--- src/rtl/mult_dispatch.sv ---
// mult_dispatch: queues signed operand pairs, feeds them one at a time to the
// Booth multiplier over its A/B/start/ready handshake, and returns each product
// (optionally accumulated onto the previous result) on a valid/ready port.
module mult_dispatch #(
  parameter int WIDTH       = 32,
  parameter int DEPTH       = 4,
  parameter int ARM_TIMEOUT = 4
) (
  input  logic                     clk,
  input  logic                     rst_n,
  input  logic                     in_valid,
  output logic                     in_ready,
  input  logic [WIDTH-1:0]         in_a,
  input  logic [WIDTH-1:0]         in_b,
  input  logic                     in_acc,
  output logic [WIDTH-1:0]         mul_a,
  output logic [WIDTH-1:0]         mul_b,
  output logic                     mul_start,
  input  logic                     mul_ready,
  input  logic [2*WIDTH-1:0]       mul_out,
  output logic                     res_valid,
  input  logic                     res_ready,
  output logic [2*WIDTH-1:0]       res_data,
  output logic [$clog2(DEPTH):0]   level
);

  localparam int AW = $clog2(DEPTH);
  localparam int TW = $clog2(ARM_TIMEOUT) + 1;
  localparam logic [AW:0]   FullLevel   = (AW+1)'(DEPTH);
  localparam logic [TW-1:0] TimeoutLast = TW'(ARM_TIMEOUT - 1);

  typedef enum logic [2:0] {
    IDLE,
    ISSUE,
    ARM,
    BUSY,
    CAPT
  } state_e;

  logic [WIDTH-1:0]   fifoA_q [DEPTH];
  logic [WIDTH-1:0]   fifoB_q [DEPTH];
  logic [DEPTH-1:0]   fifoAcc_q;
  logic [AW-1:0]      wrPtr_q;
  logic [AW-1:0]      rdPtr_q;
  logic [AW:0]        level_q;

  state_e             state_q, state_d;
  logic [TW-1:0]      timer_q, timer_d;

  logic [WIDTH-1:0]   mulA_q;
  logic [WIDTH-1:0]   mulB_q;
  logic               opAcc_q;

  logic [2*WIDTH-1:0] acc_q;
  logic [2*WIDTH-1:0] resData_q;
  logic               resValid_q;
  logic [2*WIDTH-1:0] accNext;

  logic push;
  logic pop;
  logic capture;
  logic drain;

  // in_ready looks only at the occupancy register, so there is no combinational
  // path from the multiplier side back to the producer.
  assign in_ready  = (level_q != FullLevel);
  assign push      = in_valid && in_ready;
  assign drain     = resValid_q && res_ready;
  assign accNext   = opAcc_q ? (acc_q + mul_out) : mul_out;

  assign level     = level_q;
  assign mul_a     = mulA_q;
  assign mul_b     = mulB_q;
  assign mul_start = (state_q == ISSUE);
  assign res_valid = resValid_q;
  assign res_data  = resData_q;

  // Operand storage; contents need no reset because the pointers define validity.
  always_ff @(posedge clk) begin
    if (push) begin
      fifoA_q[wrPtr_q]   <= in_a;
      fifoB_q[wrPtr_q]   <= in_b;
      fifoAcc_q[wrPtr_q] <= in_acc;
    end
  end

  // FIFO pointers and occupancy; a simultaneous push and pop leaves the level unchanged.
  always_ff @(posedge clk) begin
    if (!rst_n) begin
      wrPtr_q <= '0;
      rdPtr_q <= '0;
      level_q <= '0;
    end else begin
      if (push) wrPtr_q <= wrPtr_q + 1'b1;
      if (pop)  rdPtr_q <= rdPtr_q + 1'b1;
      case ({push, pop})
        2'b10:   level_q <= level_q + 1'b1;
        2'b01:   level_q <= level_q - 1'b1;
        default: level_q <= level_q;
      endcase
    end
  end

  // Sequencer state and arm timer registers.
  always_ff @(posedge clk) begin
    if (!rst_n) begin
      state_q <= IDLE;
      timer_q <= '0;
    end else begin
      state_q <= state_d;
      timer_q <= timer_d;
    end
  end

  // Sequencer next state: never issue while the (unresettable) multiplier is still
  // busy, and fall through to capture if ready never drops (zero-latency multiplier).
  always_comb begin
    state_d = state_q;
    timer_d = timer_q;
    pop     = 1'b0;
    capture = 1'b0;
    case (state_q)
      IDLE: begin
        if ((level_q != '0) && mul_ready) begin
          pop     = 1'b1;
          state_d = ISSUE;
        end
      end
      ISSUE: begin
        timer_d = '0;
        state_d = ARM;
      end
      ARM: begin
        if (!mul_ready) begin
          state_d = BUSY;
        end else if (timer_q == TimeoutLast) begin
          state_d = CAPT;
        end else begin
          timer_d = timer_q + 1'b1;
        end
      end
      BUSY: begin
        if (mul_ready) state_d = CAPT;
      end
      CAPT: begin
        if (!resValid_q || res_ready) begin
          capture = 1'b1;
          state_d = IDLE;
        end
      end
      default: state_d = IDLE;
    endcase
  end

  // Operands presented to the multiplier stay put from issue until the next pop.
  always_ff @(posedge clk) begin
    if (!rst_n) begin
      mulA_q  <= '0;
      mulB_q  <= '0;
      opAcc_q <= 1'b0;
    end else if (pop) begin
      mulA_q  <= fifoA_q[rdPtr_q];
      mulB_q  <= fifoB_q[rdPtr_q];
      opAcc_q <= fifoAcc_q[rdPtr_q];
    end
  end

  // Result register and accumulator; a capture may replace a result being drained.
  always_ff @(posedge clk) begin
    if (!rst_n) begin
      acc_q      <= '0;
      resData_q  <= '0;
      resValid_q <= 1'b0;
    end else if (capture) begin
      acc_q      <= accNext;
      resData_q  <= accNext;
      resValid_q <= 1'b1;
    end else if (drain) begin
      resValid_q <= 1'b0;
    end
  end

endmodule

--- config.mk ---
export PLATFORM = sky130hd
export DESIGN_NAME = mult_dispatch
export DESIGN_NICKNAME = d
export VERILOG_FILES = /design/src/rtl/mult_dispatch.sv
export SDC_FILE = /design/constraint.sdc
export NUM_CORES = 1
export LEC_CHECK = 0
export CORE_UTILIZATION = 55
export CTS_BUF_LIST = sky130_fd_sc_hd__clkbuf_8 sky130_fd_sc_hd__clkbuf_16
export DETAILED_ROUTE_END_ITERATION = 10
export PLACE_DENSITY = 0.8
export RECOVER_POWER = 100
export SKIP_LAST_GASP = 1
export SYNTH_ARGS = -nofsm -noshare
export SYNTH_HDL_FRONTEND = slang
export SYNTH_SLANG_ARGS = --single-unit
--- constraint.sdc ---
create_clock -name clk -period 3.9 [get_ports clk]
set_input_delay 0.585 -clock clk [delete_from_list [all_inputs] [get_ports clk]]
set_output_delay 0.585 -clock clk [all_outputs]
set_load 0.01 [all_outputs]
# --- Yosys cells after proc, flatten, opt, wreduce, memory -nomap -nowiden ---
# Memories as Yosys holds them, arrays and structs flattened. A register that Yosys moved wholly into a read port is not among the register bits.
# Index checks and enable logic that the tools add are counted.
totals:
  reg_bits: 83
  mem_bits_rw: 256
  inputBits: 134
  out_inout_bits: 134
  wordCells: 73
  mem_count: 2
mem_list:
  columns: ["memory", "depth", "word_bits", "read_ports", "rd_clocked_by_memory_dff", "write_ports", "line_no", "rtl"]
  rows:
  - ["fifoA_q", 4, 32, 1, 1, 1, "40", "logic [WIDTH-1:0] fifoA_q [DEPTH];"]
  - ["fifoB_q", 4, 32, 1, 1, 1, "41", "logic [WIDTH-1:0] fifoB_q [DEPTH];"]
classes:
  add_sub_neg: 6
  n_lt_le_gt_ge: 3
  eq_ne: 14
  muxes: 24
  reduce_logical: 15
ops:
  columns: ["cell", "count"]
  rows:
  - ["64-bit adder", 1]
  - ["64-bit two-way mux", 1]
  - ["3-bit two-way mux", 7]
  - ["3-bit one-hot mux with 5 select lines", 1]
  - ["3-bit one-hot mux with 2 select lines", 2]
  - ["1-bit two-way mux", 10]
  - ["2-bit inequality test (second input constant)", 5]
  - ["3-bit by 2-bit equality test with 1-bit output (second input constant)", 3]
  - ["3-bit by 1-bit adder with 3-bit output (second input constant)", 2]
  - ["2-bit by 3-bit < comparator with 1-bit output (second input constant)", 2]
  - ["3-bit inequality test (second input constant)", 2]
  - ["2-bit nonzero test", 3]
  - ["2-bit by 1-bit adder with 2-bit output (second input constant)", 2]
  - ["4-bit bitwise mux", 1]
  - ["1-bit logical AND", 4]
  - ["4-bit AND reduction", 1]
  - ["3-bit by 1-bit equality test with 1-bit output (second input constant)", 1]
  - ["3-bit equality test (second input constant)", 1]
  - ["1-bit zero test", 3]
  - ["3-bit zero test", 1]
  - ["3-bit AND reduction", 1]
  - ["3-bit nonzero test", 1]
  - ["3-bit by 1-bit subtractor with 3-bit output (second input constant)", 1]
  - ["1-bit binary-select mux with 2-bit select", 1]
  - ["other kinds (5)", 5]

# --- Depth between registers and ports, before layout ---
depth:
  depth_word: 6
  depth_mapped: 12
  mapped_depth_nobuf: 12

# --- Worst setup path after synthesis ---
# Ideal clock, no wire load.
synth_path:
  path_type: "input to register"
  start: "input port mul_out[0]"
  end: "register resData_q[58], in the netlist res_data[58]"
  setup_time_ps: 103
  arrival_time_ps: 3145
  required_ps: 3797
  path_slack_ps: 652
  cell_stages: 11
  path_buffers: 0
  path_cell_list: "ha_1 -> fa_1 -> a21o_1 -> a31oi_1 -> a22o_1 -> o311ai_2 -> a211oi_2 -> o311ai_0 -> a31oi_1 -> xor2_1 -> a2111oi_2"
synth_between:
  elab_chain_len: 2
synth_rtl:
  columns: ["element", "line_no", "rtl"]
  rows:
  - ["start: declaration", "20", "input logic [2*WIDTH-1:0] mul_out,"]
  - ["64-bit adder", "69", "assign accNext = opAcc_q ? (acc_q + mul_out) : mul_out;"]
  - ["64-bit two-way mux", "69", null]
  - ["end signal: assignment", "176", "resData_q <= accNext;"]
  - ["end: declaration", "55", "logic [2*WIDTH-1:0] resData_q;"]
# Every way passes these cells.
# A chain may end at the register's enable or synchronous reset.

# --- Worst setup path in the final report ---
layout_path:
  start: "input port mul_out[6]"
  end: "register resData_q[62], in the netlist res_data[62]"
# Same word-level chain as after synthesis.

==> impl_metrics.json <==
{
  "gp_congestion": 0.951,
  "violations": "capacitance limit, slew limit",
  "layout_common_cells": "edfxtp_1 (260), nand2_1 (204), dlygate4sd3_1 (201)",
  "ys_types": 67,
  "path_clk_slew_ns": 0.06,
  "wirelength_mm": 49.2,
  "ir_drop_mv": 0.517,
  "io_buffers": 267,
  "wl_per_cell_microns": 21.2,
  "worstPathRequired_ns": 4.28,
  "synth_nets": 1782,
  "synth_area_leader_cell": "edfxtp_1",
  "viasPerCell": 5.99,
  "p_clk_share_pct": 34.8,
  "post-route-drc-count": 0,
  "status": "complete, but fails checks",
  "finClkSkew_ns": 0.0184,
  "cpPeakStageDelay_ns": 0.56,
  "core_area_sq_um": 33500,
  "pwr-share-comb_pct": 21.6,
  "arrival_ns": 4.06,
  "hpwlAfterDp_mm": 31.3,
  "end_kind": "register",
  "final_hold_viol_count": 0,
  "start_util_pct": 56.0,
  "h-tree-depth": 2,
  "num_vias": 13900,
  "grt.overflow.total": 0,
  "max_slew_margin_pct": -76.0,
  "critical_path.startpoint": "mul_out[6]",
  "max_freq_mhz": 272,
  "fin_tns_setup_ns": 0,
  "grt_max_degree": 92,
  "seqPwrFrac_pct": 43.6,
  "syn2layout_area_growth_pct": 24.8,
  "start_kind": "input port",
  "fin_crit_ns": 3.68,
  "die_area_sq_um": 34900,
  "cp_cell_sequence": "dlygate4sd3_1 -> ha_1 -> o21a_2 -> o21ai_0 -> a22o_1 -> o311ai_2 -> a211oi_1 -> buf_4 -> buf_4 -> o31ai_4 -> nand2_1 -> o31ai_1 -> xnor2_1 -> a2111oi_0",
  "period_share_pct": 94.2,
  "cap_viol_max_count": 4,
  "swShare_pct": 28.1,
  "worstReg2RegStart": "level[0]$_SDFFE_PN0P_",
  "power_density_nw_per_um2": 522,
  "grt_pass1_vias": 14000,
  "avgSynthCellArea_sq_um": 11.9,
  "cts_setup_buffers": 0,
  "syn_area_sq_um": 18800,
  "cts_tree": "yes",
  "die_h_microns": 187,
  "ys.flop_type": "edfxtp_1",
  "track_usage_pct": 28.3,
  "io-pin-count": 268,
  "multi_input_area_sq_um": 7590,
  "synthArstFlopShare_pct": 0,
  "rsz0062_at_grt": "false",
  "cp_max_fo": 5,
  "hold_buffers": 0,
  "hold_class": "reg -> reg",
  "cts_buffer_depth": 3,
  "antenna_left": 0,
  "drtPass1Iterations": 6,
  "cts_root_buf": "clkbuf_16",
  "final_net_count": 2040,
  "switchingPower_mw": 3.43,
  "synth_edf_count": 260,
  "drive_gt1_share_pct": 9.86,
  "layout_commonest_cell": "edfxtp_1",
  "slowest_stage": "dlygate4sd3_1",
  "rows": 67,
  "yosysTopAreaCellShare_pct": 41.6,
  "syn_inst": 1576,
  "cts_buffers": 41,
  "cts.sinks": 403,
  "clkLatencyLatePin_ns": 0.55,
  "grt_pass1_wl_mm": 77.6,
  "n_fill_cell": 2338,
  "setup_violations": 0,
  "hold_start": "mul_a[11]$_SDFFE_PN0P_",
  "die_w_microns": 187,
  "path_class": "in -> reg",
  "drt_iter0_drc": 1181,
  "ys_warn_count": 0,
  "cp_common_cell": "buf_4",
  "tightest_slew_ns": 2.64,
  "synth_area_leaders": "edfxtp_1 (42%), dfxtp_1 (15%), mux4_2 (7.8%)",
  "regArea_sq_um": 10700,
  "maxSlewViolCount": 173,
  "ys_ff_latch": 403,
  "cts_resized": 0,
  "p_leak_nw": 8.68,
  "p_total_mw": 12.2,
  "p_int_mw": 8.80,
  "ys_seq_area_share_pct": 56.9,
  "antenna_found_initial": 13
}
## per-layer routing
layer / global-route usage, % / part of all wire [%] / up-vias
met5: 0 / 0.12 / -
met2: 48.8 / 50 / 557
met1: 35.8 / 40 / 6812
met4: 8.54 / 2.2 / 10
met3: 6.09 / 7.6 / 86
li1: - / - / 6461
## stage by stage
stage / worst slack, ns / area, sq um / std cells / util [%] / hold slack (ns)
4_1_cts: 0.383 / 23500 / 2315 / 70.2 / 0.456
6_report: 0.224 / 23400 / 2323 / 69.9 / 0.450
3_5_place_dp: -0.193 / 22000 / 2239 / 65.8 / 0.448
5_1_grt: 0.0947 / 23400 / 2319 / 69.8 / 0.476
3_3_place_gp: -0.0400 / 22000 / 2239 / 65.8 / 0.441
2_1_floorplan: 0.652 / 18800 / 1576 / - / 0.457
## worst paths after layout
check	to	slack, ns	depth (start not counted)
min reg2reg	mul_a[11]$_SDFFE_PN0P_	0.45	2
max reg2reg	fifoB_q[2][26]$_DFFE_PP_	0.44	4
min	mul_a[11]$_SDFFE_PN0P_	0.45	2
max	res_data[62]$_SDFFE_PN0P_	0.22	14
## registers in the layout, indices dropped and copies added, names as in the netlist
register   flops
fifoB_q      128
fifoAcc_q      4
rdPtr_q        2
res_valid      1
state_q        3
timer_q        3
res_data      64
wrPtr_q        2
mul_b         32
opAcc_q        1
level          3
mul_a         32
fifoA_q      128
## kinds of logic after synthesis
group,Yosys count,synth area share (%)
buffers and inverters,128,2.57
AOI/OAI and AO/OA,391,13.1
DFF,403,56.9
and+or+nand+nor,420,10.0
adders and majority gates,72,4.88
xor gates and xnor gates,59,2.75
muxes,103,9.83
## power groups by stage
| stage | Sequential [mW] | Clock [mW] | Combinational, mW |
|---|---|---|---|
| 2_1_floorplan | 5.37 | 0 | 1.63 |
| 3_3_place_gp | 5.37 | 0 | 2.65 |
| 3_5_place_dp | 5.40 | 0 | 2.71 |
| 4_1_cts | 5.33 | 4.31 | 2.77 |
| 5_1_grt | 5.38 | 4.48 | 2.85 |
| 6_report | 5.33 | 4.26 | 2.65 |
## critical path, delay by kind of cell
family | cells | cell delay [ns]
AO/OA/AOI/OAI | 8 | 2.03
XOR/XNOR | 1 | 0.09
adder cells (fa/ha/maj) | 1 | 0.39
AND/OR/NAND/NOR | 1 | 0.08
buffers and inverters | 3 | 0.87
## cells in the mapped netlist (6+ instances only)
library cell	number
inv_1	33
xnor2_1	39
a21o_1	30
nor3_1	20
xor2_1	20
buf_1	13
and2_1	8
a211oi_1	35
mux2i_1	38
and3_1	13
nor2b_1	7
ha_1	70
a21oi_1	173
nor2_1	88
nand4_1	18
nor3b_1	8
mux4_2	65
dfxtp_1	143
nand3_1	19
o21bai_1	18
o21ai_0	60
o211ai_1	6
edfxtp_1	260
nor4_1	9
clkbuf_1	80
a31oi_1	17
nand2_1	204
## final cells by class
class | count | area share (%)
Antenna cell | 8 | 0.0855
Clock buffer | 47 | 4.78
Clock inverter | 29 | 1.55
Inverter | 34 | 0.545
Multi-Input combinational cell | 1045 | 32.4
Sequential cell | 403 | 45.6
Tap cell | 448 | 2.39
Timing Repair Buffer | 309 | 12.6
(Power assumes the default switching activity.)
